$ cat src/rtl/ss_adc_pkg.sv
// Shared definitions for the single-slope ADC conversion sequencer.
// Holds the FSM state encoding and the comparator synchronizer depth.
package ss_adc_pkg;

   typedef enum logic [2:0] {
      IDLE    = 3'd0,
      CLEAR   = 3'd1,
      SAMPLE  = 3'd2,
      RAMP    = 3'd3,
      CAPTURE = 3'd4
   } adc_state_e;

   localparam int CMP_SYNC_STAGES = 2;

endpackage

$ cat src/rtl/ss_adc_ctrl_cmp_sync.sv
// Multi-flop synchronizer for the asynchronous comparator output.
// Resets to 0 so a stale comparator level cannot trip a fresh conversion.
module cmp_sync
   import ss_adc_pkg::*;
#(
   parameter int STAGES = CMP_SYNC_STAGES
) (
   input  logic clk,
   input  logic rst,
   input  logic d_i,
   output logic q_o
);

   logic [STAGES-1:0] sync_q;

   generate
      for (genvar gi = 0; gi < STAGES; gi++) begin : g_stage
         if (gi == 0) begin : g_first
            always_ff @(posedge clk or posedge rst) begin
               if (rst) sync_q[gi] <= 1'b0;
               else     sync_q[gi] <= d_i;
            end
         end else begin : g_next
            always_ff @(posedge clk or posedge rst) begin
               if (rst) sync_q[gi] <= 1'b0;
               else     sync_q[gi] <= sync_q[gi-1];
            end
         end
      end
   endgenerate

   assign q_o = sync_q[STAGES-1];

endmodule

$ cat src/rtl/ss_adc_ctrl.sv
// Single-slope ADC sequencer: clear, sample, ramp, capture on each start.
// Define SS_ADC_CTRL_CMP_SYNC_EN to synchronize cmp and compensate the result.
module ss_adc_ctrl
   import ss_adc_pkg::*;
#(
   parameter int WIDTH         = 8,
   parameter int SAMPLE_CYCLES = 4
) (
   input  logic             clk,
   input  logic             rst,
   input  logic             start,
   input  logic             cmp,
   input  logic [WIDTH-1:0] count,
   input  logic             cnt_ovf,
   output logic             cnt_rst,
   output logic             cnt_en,
   output logic             sample_en,
   output logic             ramp_en,
   output logic             busy,
   output logic             done,
   output logic [WIDTH-1:0] result,
   output logic             ovf
);

   localparam logic [7:0] SAMPLE_LOAD = 8'(SAMPLE_CYCLES - 1);

   adc_state_e       state_q, state_d;
   logic [7:0]       samp_q, samp_d;
   logic [WIDTH-1:0] result_q, result_d;
   logic             ovf_q, ovf_d;
   logic             cnt_rst_q, cnt_en_q, sample_en_q, ramp_en_q, busy_q, done_q;
   logic             cmp_s;
   logic [WIDTH-1:0] cap_val;

`ifdef SS_ADC_CTRL_CMP_SYNC_EN
   localparam logic [WIDTH-1:0] CMP_LAG = WIDTH'(CMP_SYNC_STAGES);

   cmp_sync #(.STAGES(CMP_SYNC_STAGES)) u_cmp_sync (
      .clk (clk),
      .rst (rst),
      .d_i (cmp),
      .q_o (cmp_s)
   );

   // The counter has run on for the synchronizer latency; take it back out.
   assign cap_val = (count >= CMP_LAG) ? (count - CMP_LAG) : '0;
`else
   assign cmp_s   = cmp;
   assign cap_val = count;
`endif

   always_comb begin
      state_d  = state_q;
      samp_d   = samp_q;
      result_d = result_q;
      ovf_d    = ovf_q;
      case (state_q)
         IDLE: begin
            if (start) state_d = CLEAR;
         end
         CLEAR: begin
            samp_d  = SAMPLE_LOAD;
            state_d = SAMPLE;
         end
         SAMPLE: begin
            if (samp_q == 8'd0) state_d = RAMP;
            else                samp_d  = samp_q - 8'd1;
         end
         RAMP: begin
            // Overflow takes priority so a wrapped count is never reported.
            if (cnt_ovf) begin
               result_d = '1;
               ovf_d    = 1'b1;
               state_d  = CAPTURE;
            end else if (cmp_s) begin
               result_d = cap_val;
               ovf_d    = 1'b0;
               state_d  = CAPTURE;
            end
         end
         CAPTURE: state_d = IDLE;
         default: state_d = IDLE;
      endcase
   end

   always_ff @(posedge clk or posedge rst) begin
      if (rst) begin
         state_q     <= IDLE;
         samp_q      <= 8'd0;
         result_q    <= '0;
         ovf_q       <= 1'b0;
         cnt_rst_q   <= 1'b0;
         cnt_en_q    <= 1'b0;
         sample_en_q <= 1'b0;
         ramp_en_q   <= 1'b0;
         busy_q      <= 1'b0;
         done_q      <= 1'b0;
      end else begin
         state_q     <= state_d;
         samp_q      <= samp_d;
         result_q    <= result_d;
         ovf_q       <= ovf_d;
         // Output flops decode the next state so they line up with state_q.
         cnt_rst_q   <= (state_d == CLEAR);
         cnt_en_q    <= (state_d == RAMP);
         sample_en_q <= (state_d == SAMPLE);
         ramp_en_q   <= (state_d == RAMP);
         busy_q      <= (state_d != IDLE);
         done_q      <= (state_d == CAPTURE);
      end
   end

   assign cnt_rst   = cnt_rst_q;
   assign cnt_en    = cnt_en_q;
   assign sample_en = sample_en_q;
   assign ramp_en   = ramp_en_q;
   assign busy      = busy_q;
   assign done      = done_q;
   assign result    = result_q;
   assign ovf       = ovf_q;

endmodule

$ cat config.mk
export PLATFORM = sky130hd
export DESIGN_NAME = ss_adc_ctrl
export DESIGN_NICKNAME = d
export VERILOG_FILES = /design/src/rtl/ss_adc_pkg.sv /design/src/rtl/ss_adc_ctrl_cmp_sync.sv /design/src/rtl/ss_adc_ctrl.sv
export SDC_FILE = /design/constraint.sdc
export NUM_CORES = 1
export LEC_CHECK = 0
export BUFFER_PORTS_ARGS = -buffer_cell sky130_fd_sc_hd__buf_2
export CORE_ASPECT_RATIO = 0.7
export CORE_MARGIN = 2
export CORE_UTILIZATION = 51
export DETAILED_ROUTE_END_ITERATION = 10
export PLACE_DENSITY = 0.84
export SYNTH_ARGS = -nofsm -noshare
export SYNTH_HDL_FRONTEND = slang
export SYNTH_HIERARCHICAL = 1
export SYNTH_SLANG_ARGS = --single-unit
$ cat constraint.sdc
create_clock -name clk -period 2.15 [get_ports clk]
set_clock_uncertainty 0.1 [all_clocks]
set_input_delay 0.43 -clock clk [delete_from_list [all_inputs] [get_ports clk]]
set_output_delay 0.43 -clock clk [all_outputs]
set_load 0.02 [all_outputs]
# == Word-level counts from Yosys, hierarchy flattened ==
# Cells that the tools add are included.
# word_totals
reg_bits,25
latch_bits,0
mem_bits_rw,0
rom_bits,0
in_bits,13
out_inout_bits,15
elab_cells,36
n_memories,0
# op_classes
n_addsub,1
n_mul,0
div,0
order_cmp,0
n_eq_ne,8
shifts,0
muxes,11
n_bitwise,0
n_reduce_logical,7
# ops
cell,n
8-bit two-way mux,3
8-bit one-hot mux with 2 select lines,1
3-bit by 2-bit equality test with 1-bit output (second input constant),4
3-bit two-way mux,4
3-bit one-hot mux with 4 select lines,1
8-bit zero test,1
8-bit by 1-bit subtractor with 8-bit output (second input constant),1
3-bit by 1-bit equality test with 1-bit output (second input constant),2
2-bit AND reduction,2
2-bit nonzero test,2
3-bit equality test (second input constant),1
3-bit zero test,1
3-bit nonzero test,1
1-bit two-way mux,2
2-bit != test (second input constant),1

# == Longest topological paths before layout ==
# Gate-level depths: netlist of run 1.
# depth
word_depth,4
ltp_mapped,6

# == Worst setup path after synthesis of run 1 ==
# No wires, ideal clock.
# synth_timing
kind,register to register
startpoint,register samp_q[0]
endpoint,register samp_q[0]
setup_time_ns,0.125
arrival_ns,1.632
setup_slack_ns,0.293
path_stages_with_launch,7
period_less_slack_ns,1.857
cell_sequence,dfrtp_1 > inv_1 > ha_1 > or4b_4 > o21ai_4 > nand2_2 > mux2_4
# synth_via
elab_chain_len,3
word_cells_on_any_way,6
cone_classes,add/sub (1); eq/ne (1); mux (2); reduce/logical (2)
# synth_lines
element,line,source
start: declaration,ss_adc_ctrl.sv:28,"logic [7:0] samp_q, samp_d;"
start signal: assignment,ss_adc_ctrl.sv:100,samp_q <= samp_d;
8-bit by 1-bit subtractor with 8-bit output or 8-bit zero test (tied branches),"ss_adc_ctrl.sv:67, ss_adc_ctrl.sv:66",
8-bit two-way mux or 2-bit != test (tied branches),-,
8-bit one-hot mux with 2 select lines or 2-bit AND reduction (tied branches),-,
# Several ways; a longest one is shown, not always the timed one. The select of a mux whose other input is x is not followed.
# A chain may end at the register's enable or synchronous reset.

# == Final worst setup path of run 1 ==
# Ends and elaborated chain as after synthesis.

==> flow_metrics.py, run 1 <==
metrics = {
    "placement": {
        "place_congestion": 0.953,
        "place_ws_ns": 0.174,
        "numPortBuffers": 27,
        "dp_hpwl_um": 1710,
    },
    "logic_synthesis": {
        "synthSimpleGateAreaFrac": 0.238,
        "synth-seq-area-share": 0.539,
        "synth_fa_ha_area_frac": 0.0216,
        "synth_top_area_share": 0.539,
        "ys_seq_elements": 25,
        "synthCells": 116,
        "synthArstFlopShare": 1.00,
        "yosys_warnings": 6,
        "synth_edf_count": 0,
        "synth.largest_area_cell": "dfrtp_1",
        "syn_nets": 131,
        "synth_ff_type": "dfrtp_1",
        "synth_top_family_by_area": "simple AND/OR/NAND/NOR gates",
        "synth_xor_area_frac": 0,
        "yosys-top-cells-area": "dfrtp_1 54%, nand2_1 5.2%, nor2_1 4.2%",
        "syn_area_um2": 1160,
        "syn_avg_cell_area_um2": 10.0,
        "synth-compound-area-share": 0.117,
        "muxShareOfSynthArea": 0.0388,
        "ys_types": 36,
    },
    "layout": {
        "nets": 158,
        "drive_gt1_frac": 0.289,
        "syn_to_final_growth_pct": 15.8,
        "diodes": 0,
        "nFillCells": 192,
        "layout_commonest_cell": "buf_2",
        "layout_common_cells": "27 x buf_2, 25 x dfrtp_1, 16 x nand2_1, 13 x nor2_1, 9 x o21ai_0",
    },
    "power_and_ir_drop": {
        "power_density_nw_per_um2": 1460,
        "power.leakage_nw": 0.668,
        "ir_worst_vdd_v": 0.000639,
    },
    "global_route": {
        "grt_use_total": 0.193,
        "grt_max_degree": 26,
        "grt_pass1_vias": 880,
        "overflow": 0,
        "grt_pass1_wl_um": 3770,
        "antenna_found_initial": 0,
    },
    "floorplanning": {
        "die_height_um": 43.9,
        "rows": 14,
        "ioPinCount": 28,
        "die_area_um2": 2680,
        "initial_utilization": 0.539,
        "core_um2": 2150,
        "die_width_um": 61.0,
    },
    "route": {
        "viasPerCell": 5.25,
        "drt_pre_antenna_iters": 4,
        "wl_um": 2300,
        "via_count": 914,
        "drt_iter0_markers": 38,
        "routedWlPerCell_um": 13.2,
        "antenna_left": 0,
        "drc_errors": 0,
    },
    "worst_setup_path": {
        "crit_chain": "inv_1 > ha_1 > or4b_4 > o21ai_4 > nand2_2 > mux2_4",
        "critPathRequiredTime_ns": 2.27,
        "worstPathArrival_ns": 2.12,
        "critPathSlowestCell": "or4b_4",
        "path_max_fanout": 5,
        "startpoint_type": "register",
        "critPathMaxStageDelay_ns": 0.52,
        "critPathKind": "register to register",
        "end_kind": "register",
    },
    "clocking": {
        "clk_latency_ns": 0.31,
        "numCtsBuffers": 3,
        "cts_sinks": 25,
        "cts_resized": 0,
        "htreeDepth": 1,
        "cts_setup_buffers": 0,
        "clk_path_buf_depth": 2,
        "cts_root_buffer": "clkbuf_4",
        "cts_tree": "built",
        "ctsHoldBuffers": 0,
        "clk_pin_slew_worst_paths_ns": 0.13,
    },
    "timing": {
        "relSlewSlack": 0.619,
        "layout_setup_ws_ns": 0.145,
        "finalMaxSlewViolations": 0,
        "hold_violations": 0,
        "fmax_ghz": 0.499,
        "fin_crit_ns": 2.01,
        "fin_crit_sh": 0.933,
        "setup-violations-final": 0,
        "rsz0062_at_grt": "no",
        "worst-slew-pin-transition_ns": 0.569,
        "tns_ns": 0,
        "holdWs_ns": 0.0290,
    },
    "status": {
        "status": "complete, no violations",
    },
    "worst_hold_path": {
        "hp-class": "primary input to asynchronous set/reset pin",
    },
    "flow_run": {
        "drv_cap": 0,
    },
}
[per-layer routing]
| metal | vias up | routed length [um] | track usage |
|---|---|---|---|
| met1 | 433 | 1050 | 0.250 |
| met2 | 30 | 1110 | 0.319 |
| met4 | 0 | 27 | 0.0609 |
| li1 | 447 | - | - |
| met3 | 4 | 103 | 0.0448 |
| met5 | - | 0 | 0 |
[Yosys cell counts (2+ instances only)]
cell type and n:
a211oi_1 2, buf_2 3, clkbuf_1 3, dfrtp_1 25, ha_1 2, inv_1 5, mux2i_1 3, nand2_1 16
nand3_1 2, nand3b_1 2, nor2_1 13, nor2b_1 3, nor3_1 4, nor4_1 3, o21ai_0 9
[critical path: cells and delay by family, from the launching register on]
family | cells | cell delay [ns]
AND/OR/NAND/NOR | 2 | 0.60
flip-flops | 1 | 0.42
multiplexers | 1 | 0.25
adder cells (fa/ha/maj) | 1 | 0.19
AO/OA/AOI/OAI | 1 | 0.19
buffers and inverters | 1 | 0.16
[registers in the layout, summed over array words and instances, names as in the netlist]
signal and cells:
result 8, samp_q 8, state_q 3, busy 1, cnt_rst 1, done 1, ovf 1, ramp_en 1
sample_en 1
[final timing paths]
kind                       startpoint   endpoint  slack [ns]  cells after the start
setup / recovery            samp_q[0]  samp_q[0]        0.14                      6
hold / removal                    rst  result[3]        0.03                      3
setup reg to reg            samp_q[0]  samp_q[0]        0.14                      6
hold reg to reg             samp_q[4]  samp_q[4]        0.38                      1
max in group asynchronous         rst       done        1.69                      3
min in group clk                start       busy        0.25                      3
[logic make-up (layout without fill, tap and decap cells)]
kind of cell / after synthesis / in the layout
buffers and inverters: 12 / 38
multiplexers: 4 / 4
AO/OA/AOI/OAI: 20 / 20
flip-flops: 25 / 25
AND/OR/NAND/NOR: 53 / 53
adder cells (fa/ha/maj): 2 / 2
[power breakdown]
group / internal [mW] / switching [mW] / total, mW
clock: 0.0697 / 0.133 / 0.203
combinational: 0.351 / 0.580 / 0.931
sequential: 0.673 / 0.159 / 0.832
[metrics by stage]
step | area, um2 | cells | utilization | total power, mW
floorplan | 1160 | 116 | - | 1.50
global placement | 1320 | 170 | 0.611 | 1.70
detailed placement | 1320 | 170 | 0.611 | 1.76
CTS | 1350 | 174 | 0.624 | 1.96
global route | 1350 | 174 | 0.624 | 2.10
finish | 1350 | 174 | 0.624 | 1.97
[layout make-up]
type / count / area [um2] / share of cell area
inverters: 5 / 18.8 / 0.0140
clock buffers: 3 / 22.5 / 0.0167
clock inverters: 1 / 5.00 / 0.00372
repair buffers: 29 / 150 / 0.112
flip-flops and latches: 25 / 626 / 0.465
multi-input cells: 79 / 483 / 0.359
well taps: 32 / 40.0 / 0.0298
(Power assumes the default switching activity.)
==> inputs of run 2 (changes only) <==
==> constraint.sdc (replaced) <==
create_clock -name clk -period 2.15 [get_ports clk]
set_clock_uncertainty 0.1 [all_clocks]
set_input_delay 0.645 -clock clk [delete_from_list [all_inputs] [get_ports clk]]
set_output_delay 0.645 -clock clk [all_outputs]
set_load 0.02 [all_outputs]
==> run 2 against run 1 <==
Effect of this change:
- worst setup slack worse by 0.032 ns
- hold slack improved by 0.20 ns
- cell area shrank 0.56%
- count of clock-buffer cells in the layout did not move
- sequential power up 1%
- critical path type unchanged
- maximum frequency decreased by 1.5%
==> flow_metrics.py, run 2 (same netlist as run 1, synthesis figures left out) <==
metrics = {
    "status": {
        "status": "complete, no violations",
    },
    "layout": {
        "multi_input_area_um2": 483,
        "layout_commonest_cell": "buf_2",
        "diodes": 0,
        "syn_to_final_growth_pct": 15.2,
        "finalCoreUtilization": 0.621,
        "seq_area_um2": 626,
        "finalNonFillerCells": 173,
        "nets": 157,
        "layout_common_cells": "27 x buf_2, 25 x dfrtp_1, 16 x nand2_1, 13 x nor2_1, 9 x o21ai_0",
        "nFillCells": 196,
        "drive_gt1_frac": 0.284,
    },
    "global_route": {
        "grt_most_used_layer": "met2",
        "grt_pass1_vias": 809,
        "grt_use_total": 0.186,
        "grt_max_degree": 26,
        "overflow": 0,
        "met1_usage": 0.261,
        "grt_pass1_wl_um": 3620,
        "use_met2": 0.270,
        "antenna_found_initial": 0,
        "globalRouteMet3Util": 0.0448,
    },
    "route": {
        "antenna_left": 0,
        "drt_iter0_markers": 26,
        "wl_um": 2170,
        "drc_errors": 0,
        "drt_pre_antenna_iters": 4,
        "via_count": 905,
        "routedWlPerCell_um": 12.5,
        "viasPerCell": 5.23,
    },
    "timing": {
        "hold_violations": 0,
        "fin_crit_sh": 0.947,
        "fmax_ghz": 0.491,
        "holdWs_ns": 0.229,
        "worst-slew-pin-transition_ns": 0.541,
        "finalMaxSlewViolations": 0,
        "rsz0062_at_grt": "no",
        "setup-violations-final": 0,
        "fin_crit_ns": 2.04,
        "tns_ns": 0,
        "relSlewSlack": 0.638,
        "layout_setup_ws_ns": 0.113,
    },
    "worst_setup_path": {
        "path_max_fanout": 5,
        "startpoint_type": "register",
        "critPathMaxStageDelay_ns": 0.53,
        "critPathKind": "register to register",
        "crit_family": "simple AND/OR/NAND/NOR gates",
        "worstPathArrival_ns": 2.17,
        "cp_num_buf_inv": 1,
        "critPathRequiredTime_ns": 2.28,
        "end_kind": "register",
        "crit_chain": "inv_1 > ha_1 > or4b_4 > o21ai_4 > nand2_2 > mux2_4",
        "critPathSlowestCell": "or4b_4",
    },
    "power_and_ir_drop": {
        "power_density_nw_per_um2": 1450,
        "power.leakage_nw": 0.663,
        "ir_worst_vdd_v": 0.000717,
    },
    "clocking": {
        "cts_root_buffer": "clkbuf_4",
        "clk_latency_ns": 0.33,
        "htreeDepth": 1,
        "numCtsBuffers": 3,
        "cts_sinks": 25,
        "cts_setup_buffers": 0,
        "cts_resized": 0,
        "cts_tree": "built",
        "ctsHoldBuffers": 0,
        "clk_pin_slew_worst_paths_ns": 0.13,
        "clk_path_buf_depth": 2,
    },
    "placement": {
        "place_ws_ns": 0.162,
        "dp_hpwl_um": 1590,
        "dp.cells": 169,
        "numPortBuffers": 27,
        "place_congestion": 0.946,
    },
    "floorplanning": {
        "ioPinCount": 28,
        "core_um2": 2150,
        "die_height_um": 43.9,
        "die_area_um2": 2680,
        "initial_utilization": 0.539,
        "die_width_um": 61.0,
        "rows": 14,
    },
    "flow_run": {
        "drv_cap": 0,
    },
    "worst_hold_path": {
        "hp-class": "primary input to asynchronous set/reset pin",
    },
}
## run 2: changes by cell type in the layout (fill, tap and decap cells not counted)
cell and change:
buf_4 -1
## run 2: worst min-delay path, delay by kind of cell
kind / cells / cell delay [ns]
buf+inv: 3 / 0.43
## run 2: path summary, 6_finish.rpt
path | startpoint | end | slack (ns) | cells past startpoint
max | samp_q[0] | samp_q[0] | 0.11 | 6
min | rst | done | 0.23 | 3
max reg2reg | samp_q[0] | samp_q[0] | 0.11 | 6
min reg2reg | samp_q[4] | samp_q[4] | 0.39 | 1
max in group asynchronous | rst | result[1] | 1.49 | 3
min in group clk | samp_q[4] | samp_q[4] | 0.39 | 1
## run 2: final cells by class
class | count | share of cell area
Sequential cell | 25 | 0.468
Clock inverter | 1 | 0.00374
Tap cell | 32 | 0.0299
Clock buffer | 3 | 0.0168
Inverter | 5 | 0.0140
Multi-Input combinational cell | 79 | 0.361
Timing Repair Buffer | 28 | 0.107
## run 2: report_power, final
group | internal [mW] | total (mW) | switching (mW)
clock network | 0.0700 | 0.209 | 0.139
logic | 0.342 | 0.886 | 0.544
registers | 0.672 | 0.844 | 0.172
total | 1.08 | 1.94 | 0.855
## run 2: metrics by stage
stage	power [mW]	area [um2]
final	1.94	1340
after global routing	2.10	1340
after CTS	1.95	1340
after detailed placement	1.74	1310
after global placement	1.69	1310
after floorplan	1.50	1160
## run 2: layer usage
| metal | part of all wire | routed length [um] |
|---|---|---|
| met1 | 0.47 | 1030 |
| met2 | 0.46 | 988 |
| met3 | 0.047 | 101 |
| met4 | 0.023 | 49 |
| met5 | 0 | 0 |
==> inputs of run 3 (changes only) <==
clock period = 1.99 ns   (was 2.15 ns; I/O delays follow)
==> run 3 against run 2 <==
Effect of this change:
- cell area rose by 3.3%
- register-to-register slack got worse by 0.06 ns
- largest power group unchanged
- worst setup slack got worse by 0.056 ns
- first-iteration DRC count fell by 19%
- maximum frequency rose by 5.4%
- sequential power rose by 4.9%
- non-clock buffer count rose by 6
==> flow_metrics.py, run 3 (same netlist as run 1, synthesis figures left out) <==
metrics = {
    "worst_setup_path": {
        "worstPathArrival_ns": 2.04,
        "crit_chain": "inv_2 > ha_1 > or4b_4 > o21ai_4 > nand2_2 > mux2_4",
        "critPathSlowestCell": "or4b_4",
        "critPathMaxStageDelay_ns": 0.52,
        "r2r_setup_slack_ns": 0.06,
        "startpoint_type": "register",
        "critPathKind": "register to register",
        "critPathRequiredTime_ns": 2.10,
        "end_kind": "register",
        "path_max_fanout": 5,
    },
    "timing": {
        "setup-violations-final": 0,
        "fin_crit_ns": 1.93,
        "rsz0062_at_grt": "no",
        "fmax_ghz": 0.518,
        "relSlewSlack": 0.768,
        "fin_crit_sh": 0.971,
        "worst-slew-pin-transition_ns": 0.347,
        "finalMaxSlewViolations": 0,
        "tns_ns": 0,
        "hold_violations": 0,
    },
    "flow_run": {
        "drv_cap": 0,
    },
    "worst_hold_path": {
        "hp-class": "primary input to asynchronous set/reset pin",
    },
    "global_route": {
        "antenna_found_initial": 0,
        "grt_use_total": 0.200,
        "overflow": 0,
        "grt_max_degree": 26,
        "grt_pass1_vias": 907,
        "grt_pass1_wl_um": 3940,
    },
    "clocking": {
        "cts_tree": "built",
        "cts_sinks": 25,
        "clk_latency_ns": 0.31,
        "numCtsBuffers": 3,
        "clk_path_buf_depth": 2,
        "ctsHoldBuffers": 0,
        "clk_pin_slew_worst_paths_ns": 0.12,
        "htreeDepth": 1,
        "cts_root_buffer": "clkbuf_4",
    },
    "layout": {
        "nFillCells": 184,
        "diodes": 0,
        "drive_gt1_frac": 0.313,
        "multi_input_area_um2": 483,
        "layout_commonest_cell": "buf_2",
        "nets": 163,
        "layout_common_cells": "27 x buf_2, 25 x dfrtp_1, 16 x nand2_1, 13 x nor2_1, 9 x o21ai_0",
        "seq_area_um2": 626,
        "syn_to_final_growth_pct": 19.0,
    },
    "floorplanning": {
        "die_area_um2": 2680,
        "ioPinCount": 28,
        "die_width_um": 61.0,
        "rows": 14,
        "die_height_um": 43.9,
        "initial_utilization": 0.539,
        "core_um2": 2150,
    },
    "power_and_ir_drop": {
        "power.leakage_nw": 0.686,
        "ir_worst_vdd_v": 0.000795,
        "power_density_nw_per_um2": 1580,
        "power.total_mw": 2.19,
    },
    "route": {
        "via_count": 955,
        "drt_iter0_markers": 21,
        "antenna_left": 0,
        "wl_um": 2330,
        "viasPerCell": 5.34,
        "routedWlPerCell_um": 13.0,
        "drc_errors": 0,
        "drt_pre_antenna_iters": 4,
    },
    "placement": {
        "place_congestion": 0.957,
        "numPortBuffers": 27,
        "dp_hpwl_um": 1760,
    },
    "status": {
        "status": "complete, no violations",
    },
}
run 3: metrics by stage:
stage / cell area (um2) / hold slack [ns] / setup WS [ns] / cells / utilization
2_1_floorplan: 1160 / 0.341 / 0.133 / 116 / -
3_3_place_gp: 1340 / 0.357 / 0.117 / 173 / 0.622
3_5_place_dp: 1340 / 0.365 / 0.0295 / 173 / 0.622
4_1_cts: 1370 / 0.215 / 0.00615 / 177 / 0.634
5_1_grt: 1380 / 0.224 / 0.00226 / 179 / 0.641
6_report: 1380 / 0.205 / 0.0579 / 179 / 0.641
run 3: critical path: cells and delay by family (launching register included):
family / cells / cell delay [ns]
buffers and inverters: 1 / 0.09
muxes: 1 / 0.25
adders and majority gates: 1 / 0.16
AOI/OAI and AO/OA: 1 / 0.20
DFF: 1 / 0.43
and+or+nand+nor: 2 / 0.60
run 3: final cells by class:
class,instances,area share
timing repair buffer,34,0.136
inverter,5,0.0136
clock buffer,4,0.0190
multi-input combinational,79,0.350
tap,32,0.0290
sequential,25,0.453
run 3: report_power, final:
part,switching [mW],internal (mW),total [mW]
sequential,0.158,0.727,0.885
clock,0.138,0.0783,0.216
combinational,0.654,0.433,1.09
run 3: path summary, 6_finish.rpt:
| kind | startpoint | depth (start not counted) | endpoint |
|---|---|---|---|
| max in group asynchronous | rst | 3 | cnt_rst |
| worst min register to register | result[3] | 2 | result[3] |
| worst min-delay path | rst | 3 | done |
| min in group clk | result[3] | 2 | result[3] |
| worst max-delay path | samp_q[1] | 6 | samp_q[0] |
| worst max register to register | samp_q[1] | 6 | samp_q[0] |
run 3: what timing repair did:
action | CTS | global route
endpoints found under the setup margin | 0 | 3
buffers inserted | 0 | 2
endpoints found under the hold margin | 0 | 0
resized for setup | 0 | 1
run 3: layer usage:
layer | GRT usage | share of wire
met1 | 0.276 | 0.46
met2 | 0.309 | 0.45
met3 | 0.0448 | 0.059
met4 | 0.0783 | 0.022
met5 | 0 | 0
